## config.mk

```make
export PLATFORM = sky130hd
export DESIGN_NAME = tmr_recovery_ctrl
export DESIGN_NICKNAME = d
export VERILOG_FILES = /design/src/rtl/tmr_ctrl_pkg.sv /design/src/rtl/tmr_recovery_ctrl_fault_counter.sv /design/src/rtl/tmr_recovery_ctrl.sv
export SDC_FILE = /design/constraint.sdc
export NUM_CORES = 1
export LEC_CHECK = 0
export ABC_CLOCK_PERIOD_IN_PS = 3220
export CORE_MARGIN = 2
export CORE_UTILIZATION = 50
export DETAILED_ROUTE_END_ITERATION = 8
export PLACE_DENSITY = 0.87
export SKIP_LAST_GASP = 1
export SYNTH_ARGS = -nofsm -noshare
export SYNTH_HDL_FRONTEND = slang
export SYNTH_SLANG_ARGS = --single-unit
```

## constraint.sdc

```tcl
create_clock -name clk -period 3.22 [get_ports clk]
set_clock_uncertainty 0.05 [all_clocks]
set_input_delay 0.644 -clock clk [delete_from_list [all_inputs] [get_ports clk]]
set_output_delay 0.644 -clock clk [all_outputs]
set_load 0.02 [all_outputs]
```

## src/rtl/tmr_ctrl_pkg.sv

```systemverilog
// Shared types and constants for the TMR recovery controller: FSM states,
// voter disagreement encodings, core indices and small decode helpers.
package tmr_ctrl_pkg;

  typedef enum logic [2:0] {
    ST_NORMAL  = 3'd0,
    ST_CONFIRM = 3'd1,
    ST_HOLD    = 3'd2,
    ST_RESYNC  = 3'd3,
    ST_RELEASE = 3'd4,
    ST_FATAL   = 3'd5
  } tmr_state_e;

  localparam logic [1:0] VS_AGREE = 2'b00;
  localparam logic [1:0] VS_A     = 2'b01;
  localparam logic [1:0] VS_B     = 2'b10;
  localparam logic [1:0] VS_C     = 2'b11;

  localparam logic [1:0] CORE_A = 2'd0;
  localparam logic [1:0] CORE_B = 2'd1;
  localparam logic [1:0] CORE_C = 2'd2;

  function automatic logic [1:0] vs_to_core(input logic [1:0] vs);
    case (vs)
      VS_A:    return CORE_A;
      VS_B:    return CORE_B;
      VS_C:    return CORE_C;
      default: return CORE_A;
    endcase
  endfunction

  function automatic logic [2:0] core_onehot(input logic [1:0] idx);
    case (idx)
      CORE_A:  return 3'b001;
      CORE_B:  return 3'b010;
      CORE_C:  return 3'b100;
      default: return 3'b000;
    endcase
  endfunction

  // True once a majority can no longer be formed from the remaining cores.
  function automatic logic multi_disabled(input logic [2:0] mask);
    return (mask[0] & mask[1]) | (mask[0] & mask[2]) | (mask[1] & mask[2]);
  endfunction

endpackage

```

## src/rtl/tmr_recovery_ctrl_fault_counter.sv

```systemverilog
// Per-core saturating recovery counter; limit_hit flags an increment that
// lands exactly on LIMIT so the controller can retire the core in the same cycle.
module tmr_fault_counter #(
  parameter int CNT_W = 4,
  parameter int LIMIT = 3
) (
  input  logic             clk,
  input  logic             rst_n,
  input  logic             inc,
  output logic [CNT_W-1:0] cnt,
  output logic             limit_hit
);

  logic [CNT_W-1:0] cnt_r;
  logic [CNT_W-1:0] cnt_inc_s;

  // Saturating increment value.
  always_comb begin
    if (cnt_r == {CNT_W{1'b1}}) begin
      cnt_inc_s = cnt_r;
    end else begin
      cnt_inc_s = cnt_r + {{(CNT_W-1){1'b0}}, 1'b1};
    end
  end

  assign limit_hit = inc && (cnt_inc_s == CNT_W'(LIMIT));
  assign cnt       = cnt_r;

  // Count register.
  always_ff @(posedge clk or negedge rst_n) begin
    if (!rst_n) begin
      cnt_r <= {CNT_W{1'b0}};
    end else if (inc) begin
      cnt_r <= cnt_inc_s;
    end else begin
      cnt_r <= cnt_r;
    end
  end

endmodule

```

## src/rtl/tmr_recovery_ctrl.sv

```systemverilog
// Fault confirmation / freeze / resync / release sequencer for the TMR core array.
// Optional build macro TMR_FAULT_LOG_EN adds fault counters and core retirement.
module tmr_recovery_ctrl
  import tmr_ctrl_pkg::*;
#(
  parameter int CONFIRM_CYCLES = 2,
  parameter int RESYNC_CYCLES  = 8,
  parameter int FAULT_LIMIT    = 3,
  parameter int CNT_W          = 4
) (
  input  logic             clk,
  input  logic             rst,
  input  logic [1:0]       voter_state,
  input  logic             vote_fail,
  output logic             core_hold,
  output logic             mem_we_block,
  output logic [2:0]       core_rst_n,
  output logic [2:0]       core_load,
  output logic [2:0]       core_disabled,
  output logic [3*CNT_W-1:0] fault_cnt,
  output logic             fatal
);

  localparam int CONF_W = $clog2(CONFIRM_CYCLES + 1);
  localparam int RS_W   = $clog2(RESYNC_CYCLES + 1);

  tmr_state_e        state_r, state_nxt_s;
  logic [1:0]        suspect_r, suspect_nxt_s;
  logic [CONF_W-1:0] conf_cnt_r, conf_cnt_nxt_s;
  logic [RS_W-1:0]   rs_cnt_r, rs_cnt_nxt_s;
  logic [2:0]        hit_s, disabled_r, disabled_nxt_s;
  logic [1:0]        vs_core_s;
  logic              vs_valid_s;
  logic              freeze_s;
  logic [2:0]        load_s, rst_mask_s;

  assign vs_core_s  = vs_to_core(voter_state);
  assign vs_valid_s = (voter_state != VS_AGREE) && !disabled_r[vs_core_s];

`ifdef TMR_FAULT_LOG_EN
  genvar gi;
  generate
    for (gi = 0; gi < 3; gi++) begin : g_cnt
      tmr_fault_counter #(.CNT_W(CNT_W), .LIMIT(FAULT_LIMIT)) u_cnt (
        .clk       (clk),
        .rst_n     (rst),
        .inc       ((state_r == ST_HOLD) && (suspect_r == 2'(gi))),
        .cnt       (fault_cnt[gi*CNT_W +: CNT_W]),
        .limit_hit (hit_s[gi])
      );
    end
  endgenerate

  assign disabled_nxt_s = disabled_r | hit_s;
  assign core_disabled  = disabled_r;

  // Sticky retired-core mask.
  always_ff @(posedge clk or negedge rst) begin
    if (!rst) begin
      disabled_r <= 3'b000;
    end else begin
      disabled_r <= disabled_nxt_s;
    end
  end
`else
  assign hit_s          = 3'b000;
  assign disabled_r     = 3'b000;
  assign disabled_nxt_s = 3'b000;
  assign core_disabled  = 3'b000;
  assign fault_cnt      = {(3*CNT_W){1'b0}};
`endif

  // State, suspect and cycle counters.
  always_ff @(posedge clk or negedge rst) begin
    if (!rst) begin
      state_r    <= ST_NORMAL;
      suspect_r  <= 2'd0;
      conf_cnt_r <= {CONF_W{1'b0}};
      rs_cnt_r   <= {RS_W{1'b0}};
    end else begin
      state_r    <= state_nxt_s;
      suspect_r  <= suspect_nxt_s;
      conf_cnt_r <= conf_cnt_nxt_s;
      rs_cnt_r   <= rs_cnt_nxt_s;
    end
  end

  // Next-state logic; vote_fail overrides every other condition.
  always_comb begin
    state_nxt_s    = state_r;
    suspect_nxt_s  = suspect_r;
    conf_cnt_nxt_s = conf_cnt_r;
    rs_cnt_nxt_s   = rs_cnt_r;
    if (vote_fail) begin
      state_nxt_s = ST_FATAL;
    end else begin
      case (state_r)
        ST_NORMAL: begin
          if (vs_valid_s) begin
            suspect_nxt_s  = vs_core_s;
            conf_cnt_nxt_s = CONF_W'(1);
            state_nxt_s    = (CONFIRM_CYCLES == 1) ? ST_HOLD : ST_CONFIRM;
          end else begin
            conf_cnt_nxt_s = {CONF_W{1'b0}};
          end
        end
        ST_CONFIRM: begin
          if (voter_state == VS_AGREE) begin
            state_nxt_s    = ST_NORMAL;
            conf_cnt_nxt_s = {CONF_W{1'b0}};
          end else if (!vs_valid_s) begin
            conf_cnt_nxt_s = conf_cnt_r;
          end else if (vs_core_s != suspect_r) begin
            suspect_nxt_s  = vs_core_s;
            conf_cnt_nxt_s = CONF_W'(1);
          end else if (conf_cnt_r == CONF_W'(CONFIRM_CYCLES - 1)) begin
            state_nxt_s    = ST_HOLD;
            conf_cnt_nxt_s = {CONF_W{1'b0}};
          end else begin
            conf_cnt_nxt_s = conf_cnt_r + CONF_W'(1);
          end
        end
        ST_HOLD: begin
          rs_cnt_nxt_s = {RS_W{1'b0}};
          if (hit_s[suspect_r]) begin
            state_nxt_s = multi_disabled(disabled_nxt_s) ? ST_FATAL : ST_NORMAL;
          end else begin
            state_nxt_s = ST_RESYNC;
          end
        end
        ST_RESYNC: begin
          if (rs_cnt_r == RS_W'(RESYNC_CYCLES - 1)) begin
            state_nxt_s  = ST_RELEASE;
            rs_cnt_nxt_s = {RS_W{1'b0}};
          end else begin
            rs_cnt_nxt_s = rs_cnt_r + RS_W'(1);
          end
        end
        ST_RELEASE: state_nxt_s = ST_NORMAL;
        ST_FATAL:   state_nxt_s = ST_FATAL;
        default:    state_nxt_s = ST_NORMAL;
      endcase
    end
  end

  // Output decode from the next state so registered outputs track the state register.
  always_comb begin
    freeze_s   = 1'b0;
    load_s     = 3'b000;
    rst_mask_s = disabled_nxt_s;
    case (state_nxt_s)
      ST_HOLD, ST_FATAL: freeze_s = 1'b1;
      ST_RESYNC: begin
        freeze_s   = 1'b1;
        rst_mask_s = disabled_nxt_s | core_onehot(suspect_nxt_s);
      end
      ST_RELEASE: begin
        freeze_s = 1'b1;
        load_s   = core_onehot(suspect_nxt_s);
      end
      default: freeze_s = 1'b0;
    endcase
  end

  // Output registers.
  always_ff @(posedge clk or negedge rst) begin
    if (!rst) begin
      core_hold    <= 1'b0;
      mem_we_block <= 1'b0;
      core_rst_n   <= 3'b111;
      core_load    <= 3'b000;
      fatal        <= 1'b0;
    end else begin
      core_hold    <= freeze_s;
      mem_we_block <= freeze_s;
      core_rst_n   <= ~rst_mask_s;
      core_load    <= load_s;
      fatal        <= (state_nxt_s == ST_FATAL);
    end
  end

endmodule

```

==> results of run 1 <==
==> power groups by stage <==
stage | Combinational (W) | Clock, W | Sequential (W)
2_1_floorplan | 0.000190 | 0 | 0.000338
3_3_place_gp | 0.000250 | 0 | 0.000333
3_5_place_dp | 0.000256 | 0 | 0.000336
4_1_cts | 0.000257 | 0.000118 | 0.000332
5_1_grt | 0.000285 | 0.000132 | 0.000340
6_report | 0.000255 | 0.000111 | 0.000334
==> cells in the mapped netlist, drive strengths merged (3+ instances only) <==
cell / n / area [um2]
a21oi: 7 / 38.8
o21ai: 7 / 35.0
dfstp: 3 / 78.8
nor2b: 3 / 18.8
nor2: 7 / 26.3
nand2b: 4 / 25.0
buf: 17 / 131
inv: 5 / 18.8
nor3b: 3 / 22.5
nand2: 8 / 30.0
dfrtp: 16 / 400
==> worst register-to-register path: stages, from the launching register on <==
cell and delay [ns]:
dfrtp_1 0.46, or3b_1 0.56, a21oi_2 0.23, inv_2 0.05
or2_1 0.22
==> metrics by stage <==
| stage | cells | area [um2] | utilization | worst slack [ns] | power (W) |
|---|---|---|---|---|---|
| 3_3_place_gp | 146 | 1130 | 0.575 | 0.932 | 0.000583 |
| 3_5_place_dp | 146 | 1130 | 0.575 | 0.893 | 0.000592 |
| 4_1_cts | 150 | 1150 | 0.589 | 1.08 | 0.000707 |
| 5_1_grt | 150 | 1150 | 0.589 | 1.06 | 0.000756 |
| 2_1_floorplan | 124 | 1100 | - | 1.54 | 0.000528 |
| 6_report | 150 | 1150 | 0.589 | 1.11 | 0.000700 |
==> final cells by class <==
type | count | share of cell area
multi-input combinational | 82 | 0.404
tap | 27 | 0.0293
timing repair buffer | 13 | 0.113
clock buffer | 4 | 0.0228
sequential | 19 | 0.415
inverter | 5 | 0.0163
==> flip-flops by register name (all words and copies together) (netlist names) <==
name          cells
conf_cnt_r        2
fatal             1
core_load         3
mem_we_block      1
state_r           3
core_rst_n        3
rs_cnt_r          4
suspect_r         2
==> kinds of logic (layout without fill, tap and decap cells) <==
| family | after synthesis | after routing | share of synthesized area |
|---|---|---|---|
| other | 1 | 15 | 0.00358 |
| and+or+nand+nor | 38 | 38 | 0.206 |
| muxes | 1 | 1 | 0.00956 |
| DFF | 19 | 19 | 0.458 |
| AOI/OAI and AO/OA | 27 | 27 | 0.165 |
| adders and majority gates | 1 | 1 | 0.0119 |
| buffers and inverters | 23 | 22 | 0.147 |
==> path summary, 6_finish.rpt <==
kind / start / end / slack [ns] / cells past startpoint
hold / removal: rs_cnt_r[1] / rs_cnt_r[1] / 0.49 / 2
hold reg to reg: rs_cnt_r[1] / rs_cnt_r[1] / 0.49 / 2
setup reg to reg: state_r[2] / core_rst_n[0] / 1.59 / 4
setup / recovery: core_rst_n[0] / core_rst_n[0] / 1.11 / 1
min in group asynchronous: rst / rs_cnt_r[3] / 0.76 / 1
max in group asynchronous: rst / suspect_r[0] / 1.87 / 1
==> metal layers <==
layer  vias to the layer above  track usage  wire length, um  share of wire
met5                         -            0                0              0
met2                        29        0.251              856           0.50
met1                       374        0.191              724           0.42
met4                         0       0.0556               23          0.013
met3                         2       0.0576              124          0.072
li1                        377            -                -              -
==> reports/qor.yml, run 1 <==
yosys:
  postSynthCellCount: 110
  synth_edf_count: 0
  netlist_area_mm2: 0.00105
  ys_seq_elements: 19
  ys_seq_area_frac: 0.458
  ys_types: 39
  ys_warn_count: 0
  avgSynthCellArea_um2: 9.52
  async_flop_share: 1.00
  synth_flop_cell: "dfrtp_1"
power_and_ir_drop:
  power.clock.fraction: 0.159
  pwr-share-seq: 0.476
  powerDensity_mw_per_mm2: 606
  switching_share: 0.370
  netSwitchingPower_w: 0.000259
  pwr-share-comb: 0.365
  power.leakage_nw: 0.489
  peakVddDrop_uv: 389
  p_int_w: 0.000441
floorplanning:
  core_area_mm2: 0.00196
  start_util: 0.534
  ios: 29
  dieHeight_um: 49.8
  die_x_um: 49.8
  die-area_mm2: 0.00248
  rows: 16
final_layout:
  layout_commonest_cell: "dfrtp_1"
  layout-drive-gt1-share: 0.0894
  diodes: 0
  synthToLayoutAreaGrowth_pct: 10.3
  nets: 130
  multiInputGateArea_um2: 467
  seq_area_um2: 479
  layout_common_cells: "dfrtp_1, conb_1, clkdlybuf4s50_1"
  fillers: 198
cts:
  clk-insertion-delay-late_ns: 0.29
  holdBufCountCts: 0
  ctsRootBufferMaster: "clkbuf_4"
  h-tree-depth: 1
  numCtsBuffers: 3
  cts_num_sinks: 19
  post_cts_buffers: 0
  cts.repair.resized: 0
  clkSlewWorstSetupHoldPaths_ns: 0.09
  cts_tree: "yes"
  clock_path_buffers: 2
critical_path:
  critPathMaxFanout: 1
  cp_cell_sequence: "clkdlybuf4s50_1"
  path_class: "reg -> out"
  path_delay_family: "buffers and inverters"
  arrival_ns: 1.42
  endpoint_kind: "primary output"
  cp-start-kind: "flop"
  cpMaxStageDelayCell: "clkdlybuf4s50_1"
  cp_num_buf_inv: 1
  cp.required_ns: 2.53
  critPathMaxStageDelay_ns: 0.60
sta:
  rsz0062_at_grt: "no"
  worstMarginPinSlew_ns: 0.790
  slew_headroom: 0.472
  post-route-period-util: 0.656
  timing.fmax_ghz: 0.473
  fin_setup_tns_ns: 0
  holdWs_ns: 0.490
  finalHoldViolCount: 0
  slew_viol_final: 0
  setup_viol: 0
  period_minus_slack_ns: 2.11
placement:
  dp_hpwl_um: 1380
  io_buffer_count: 13
  globalplace.congestion: 0.816
global_route:
  antenna_found_initial: 0
  grt_pass1_wl_um: 2860
  grt_pass1_vias: 654
  grt.overflow.total: 0
  gr-usage-all-layers: 0.156
  grt_max_degree: 20
drt:
  vias: 782
  drt_iter0_drc: 20
  ant_nets: 0
  drtPass1Iterations: 4
  routed_wl_um: 1730
  avgRoutedWirePerCell_um: 11.5
  via_per_inst: 5.21
  drcViolationCount: 0
min_path:
  hp-class: "reg -> reg"
run_status:
  outcome: "finished clean"
run:
  drv_cap: 0
Note: power is estimated with default switching activity, not from simulation.
==> run 2: changes to the inputs <==
Settings changed: ABC_CLOCK_PERIOD_IN_PS 3220 to 2200, CORE_UTILIZATION 50 to 47, PLACE_DENSITY 0.87 to 0.83.
Clock period 3.22 ns to 2.2 ns, I/O delays scaled along.
==> run 2 against run 1 <==
- non-clock buffer count increased by 3
- critical path depth did not move
- die area is 5.9% higher
- core utilization down 4.0 points
- combinational power increased by 48%
- via count is 2.0% higher
- sequential power grew 45%
- power rose by 47%
- wire length up 0.52%
- global-route usage rose by 0.46 points
- critical endpoint unchanged
- largest power group unchanged
- highest routed layer unchanged
==> reports/qor.yml, run 2 (same netlist as run 1, synthesis figures left out) <==
run_status:
  outcome: "finished clean"
floorplanning:
  rows: 17
  dieHeight_um: 51.2
  die_x_um: 51.2
  start_util: 0.487
  ios: 29
  core_area_mm2: 0.00215
  die-area_mm2: 0.00262
global_route:
  grt.overflow.total: 0
  grt_pass1_wl_um: 2990
  antenna_found_initial: 0
  grt_max_degree: 12
  grt_pass1_vias: 659
  gr-usage-all-layers: 0.160
drt:
  topRoutingLayerUsed: "met4"
  drtPass1Iterations: 4
  wl_met1_um: 704
  drcViolationCount: 0
  drt_iter0_drc: 25
  avgRoutedWirePerCell_um: 11.3
  route.met3.wl_um: 135
  vias: 798
  ant_nets: 0
  routed_wl_um: 1740
  via_per_inst: 5.18
  met2WireLength_um: 835
sta:
  timing.fmax_ghz: 0.527
  period_minus_slack_ns: 1.90
  setup_viol: 0
  holdWs_ns: 0.367
  finalHoldViolCount: 0
  rsz0062_at_grt: "no"
  slew_viol_final: 0
  post-route-period-util: 0.862
  fin_setup_tns_ns: 0
placement:
  dp_hpwl_um: 1330
  io_buffer_count: 13
  globalplace.congestion: 0.878
final_layout:
  fillers: 196
  largest_reg_flops: 4
  largest-register: "rs_cnt_r"
  layout-drive-gt1-share: 0.111
  layout_commonest_cell: "dfrtp_1"
  nets: 133
  seq_area_um2: 479
  diodes: 0
  layout_common_cells: "dfrtp_1, conb_1, clkdlybuf4s50_1"
  multiInputGateArea_um2: 467
  synthToLayoutAreaGrowth_pct: 12.5
min_path:
  hp-class: "in -> async"
critical_path:
  cpMaxStageDelayCell: "clkdlybuf4s50_1"
  cp.required_ns: 1.71
  critPathMaxStageDelay_ns: 0.59
  endpoint_kind: "primary output"
  critPathMaxFanout: 1
  cp_cell_sequence: "clkdlybuf4s50_1"
  path_class: "reg -> out"
  reg2reg_from: "state_r[2]"
  r2r-end: "rs_cnt_r[3]"
  cp-start-kind: "flop"
  r2r_cells: 4
  arrival_ns: 1.41
  cp_num_buf_inv: 1
  path_delay_family: "buffers and inverters"
  ff2ff_setup_slack_ns: 0.54
cts:
  post_cts_buffers: 0
  clkSlewWorstSetupHoldPaths_ns: 0.10
  cts_tree: "yes"
  clk-insertion-delay-late_ns: 0.29
  ctsRootBufferMaster: "clkbuf_4"
  cts_num_sinks: 19
  h-tree-depth: 1
  numCtsBuffers: 3
  cts.repair.resized: 0
  holdBufCountCts: 0
  clock_path_buffers: 2
power_and_ir_drop:
  peakVddDrop_uv: 525
  powerDensity_mw_per_mm2: 875
  power.leakage_nw: 0.503
run:
  drv_cap: 0
[run 2: metal layers]
layer	vias to the layer above	track usage
met3	5	0.0205
met1	366	0.195
met2	45	0.258
li1	382	-
met5	-	0
met4	0	0.122
[run 2: final cells by class]
type                       instances  share of cell area
sequential                        19               0.407
clock buffer                       4              0.0223
inverter                           5              0.0159
timing repair buffer              16               0.130
tap                               28              0.0297
multi-input combinational         82               0.396
[run 2: power by group]
group	internal (W)	switching, W	leakage (nW)
clock	0.0000706	0.0000999	0.0150
combinational	0.000165	0.000212	0.259
sequential	0.000414	0.0000707	0.230
[run 2: through the flow]
step / instance area (um2) / setup slack [ns] / power (W) / std cells / util
3_5_place_dp: 1150 / 0.129 / 0.000867 / 150 / 0.536
2_1_floorplan: 1100 / 0.714 / 0.000773 / 124 / -
5_1_grt: 1180 / 0.252 / 0.00112 / 154 / 0.549
6_report: 1180 / 0.303 / 0.00103 / 154 / 0.549
3_3_place_gp: 1150 / 0.174 / 0.000859 / 150 / 0.536
4_1_cts: 1180 / 0.292 / 0.00104 / 154 / 0.549
[run 2: worst max path at each step]
| stage | cells after the start | start | slack (ns) | to |
|---|---|---|---|---|
| after floorplan | 5 | state_r[2] | 0.71 | core_rst_n[0] |
| after global placement | 5 | vote_fail | 0.17 | core_rst_n[0] |
| after detailed placement | 5 | vote_fail | 0.13 | rs_cnt_r[3] |
| after CTS | 1 | core_rst_n[1] | 0.29 | core_rst_n[1] |
| after global routing | 1 | core_rst_n[1] | 0.25 | core_rst_n[1] |
| final | 1 | core_rst_n[0] | 0.30 | core_rst_n[0] |
==> run 3: changes to the inputs <==
Settings changed: SKIP_CTS_REPAIR_TIMING set to 1.
==> results of run 3 <==
No change in the layout: final DEF, timing and power equal those of run 2.
==> RTL edit: new RTL, flow settings as in run 3 <==
Remove the register `core_load`: a continuous assignment takes its place, so the output `core_load` follows one clock earlier.
--- a/src/rtl/tmr_recovery_ctrl.sv
+++ b/src/rtl/tmr_recovery_ctrl.sv
@@ -170,3 +170,2 @@
       core_rst_n   <= 3'b111;
-      core_load    <= 3'b000;
       fatal        <= 1'b0;
@@ -176,3 +175,2 @@
       core_rst_n   <= ~rst_mask_s;
-      core_load    <= load_s;
       fatal        <= (state_nxt_s == ST_FATAL);
@@ -181,2 +179,4 @@
 
+  assign core_load = load_s;
+
 endmodule
Function: same outputs for any inputs over 10 cycles, from zero or initial values and one cycle with rst low; that may be too few to reach the edited logic, so the function may still have changed.
==> RTL edit against run 3 <==
The run now ends with setup timing left. Setup slack worse by 0.33 ns. Design area up 14%. Clock power up 17%. Power down 8.2%. Final cell count up 11%. Sequential cell count down 3. Area after synthesis down 2.9%. Synthesized cell count down 3.6%. Routed wire length up 31%. Highest routed layer unchanged.
==> RTL edit: results (changes against run 3) <==
[run_status]
status = finished with violations
violations = setup timing

[timing]
finalWorstSetupSlack_ns = -0.0257  ; -0.329 ns
setup_violations = 1  ; +1
worst_hold_slack_ns = 0.409  ; +0.0415 ns

[grt]
grt_util_met2_pct = 35.1  ; +9.3 points
grt_first_pass_wirelength_um = 3840  ; +28%
grt_max_degree = 17  ; +5
grt_usage_pct = 19.9  ; +3.9 points
grt_pass1_vias = 911  ; +38%
grtUsageMet3_pct = 2.38  ; +0.33 points

[placed_design]
post_dp_cell_area_mm2 = 0.00128  ; +11%
dp_slack_ns = -0.605  ; -0.734 ns
dpl.cell_count = 165  ; +10%
place_hpwl_um = 1660  ; +25%

[critical_path]
r2r-end = state_r[1]
cp_data_arrival_time_ns = 1.74  ; +0.33 ns
cp_slowest_stage_delay_ns = 0.52  ; -0.07 ns

[pwr]
combinationalPowerShare_pct = 34.5  ; -2.0 points
ir_drop_uv = 440  ; -16%
seqPwrFrac_pct = 44.4  ; -2.5 points
comb_cell_power_uw = 327  ; -13%
power_switching_uw = 342  ; -10%

[yosys]
synth_cell_types = 40  ; +2.6%
syn_avg_cell_area_um2 = 9.60  ; +0.80%
muxShareOfSynthArea_pct = 0  ; -0.96 points
synthAdderAreaFrac_pct = 1.23  ; +0.035 points
ys_top_cells_by_area = dfrtp_1 32%, buf_4 12%, dfstp_2 7.7%, nand2b_1 3.1%, a22o_1 2.6%
synth_compound_area_share_pct = 17.7  ; +1.2 points

[layout]
post-route-util_pct = 67.4  ; +13 points
drive_above_1_share_pct = 31.3  ; +20 points
num-fill-cells = 154  ; -21%

[route]
wl_met1_um = 920  ; +31%
drtIter0Drc = 12  ; -52%
routed-wl-met2_um = 1190  ; +42%
vias_per_cell = 5.32  ; +2.6%
wl_per_cell_um = 13.3  ; +18%

-- RTL edit: changes by cell type in the layout (fill, tap and decap cells not counted), sizes merged, moves of 3 or more --
cell,before,now
a21oi,7,4
nand2,8,5
buf,3,30
dfrtp,16,13
clkdlybuf4s50,13,8
-- RTL edit: layout make-up --
class                           instances  share of cell area, %
Sequential cell                        16                   30.0
Multi-Input combinational cell         81                   39.7
Inverter                                3                  0.835
Timing Repair Buffer                   40                   24.3
Tap cell                               27                   2.50
Clock buffer                            4                   2.69
-- RTL edit: worst max-delay path by stage --
stage / startpoint / to / slack (ns) / cells after the start
2_1_floorplan: vote_fail / core_load[1] / 0.17 / 3
3_3_place_gp: vote_fail / core_load[2] / -0.59 / 6
6_report: voter_state[0] / core_load[2] / -0.03 / 5
4_1_cts: vote_fail / core_load[2] / -0.63 / 6
5_1_grt: voter_state[0] / core_load[2] / -0.1 / 5
3_5_place_dp: vote_fail / core_load[2] / -0.60 / 6
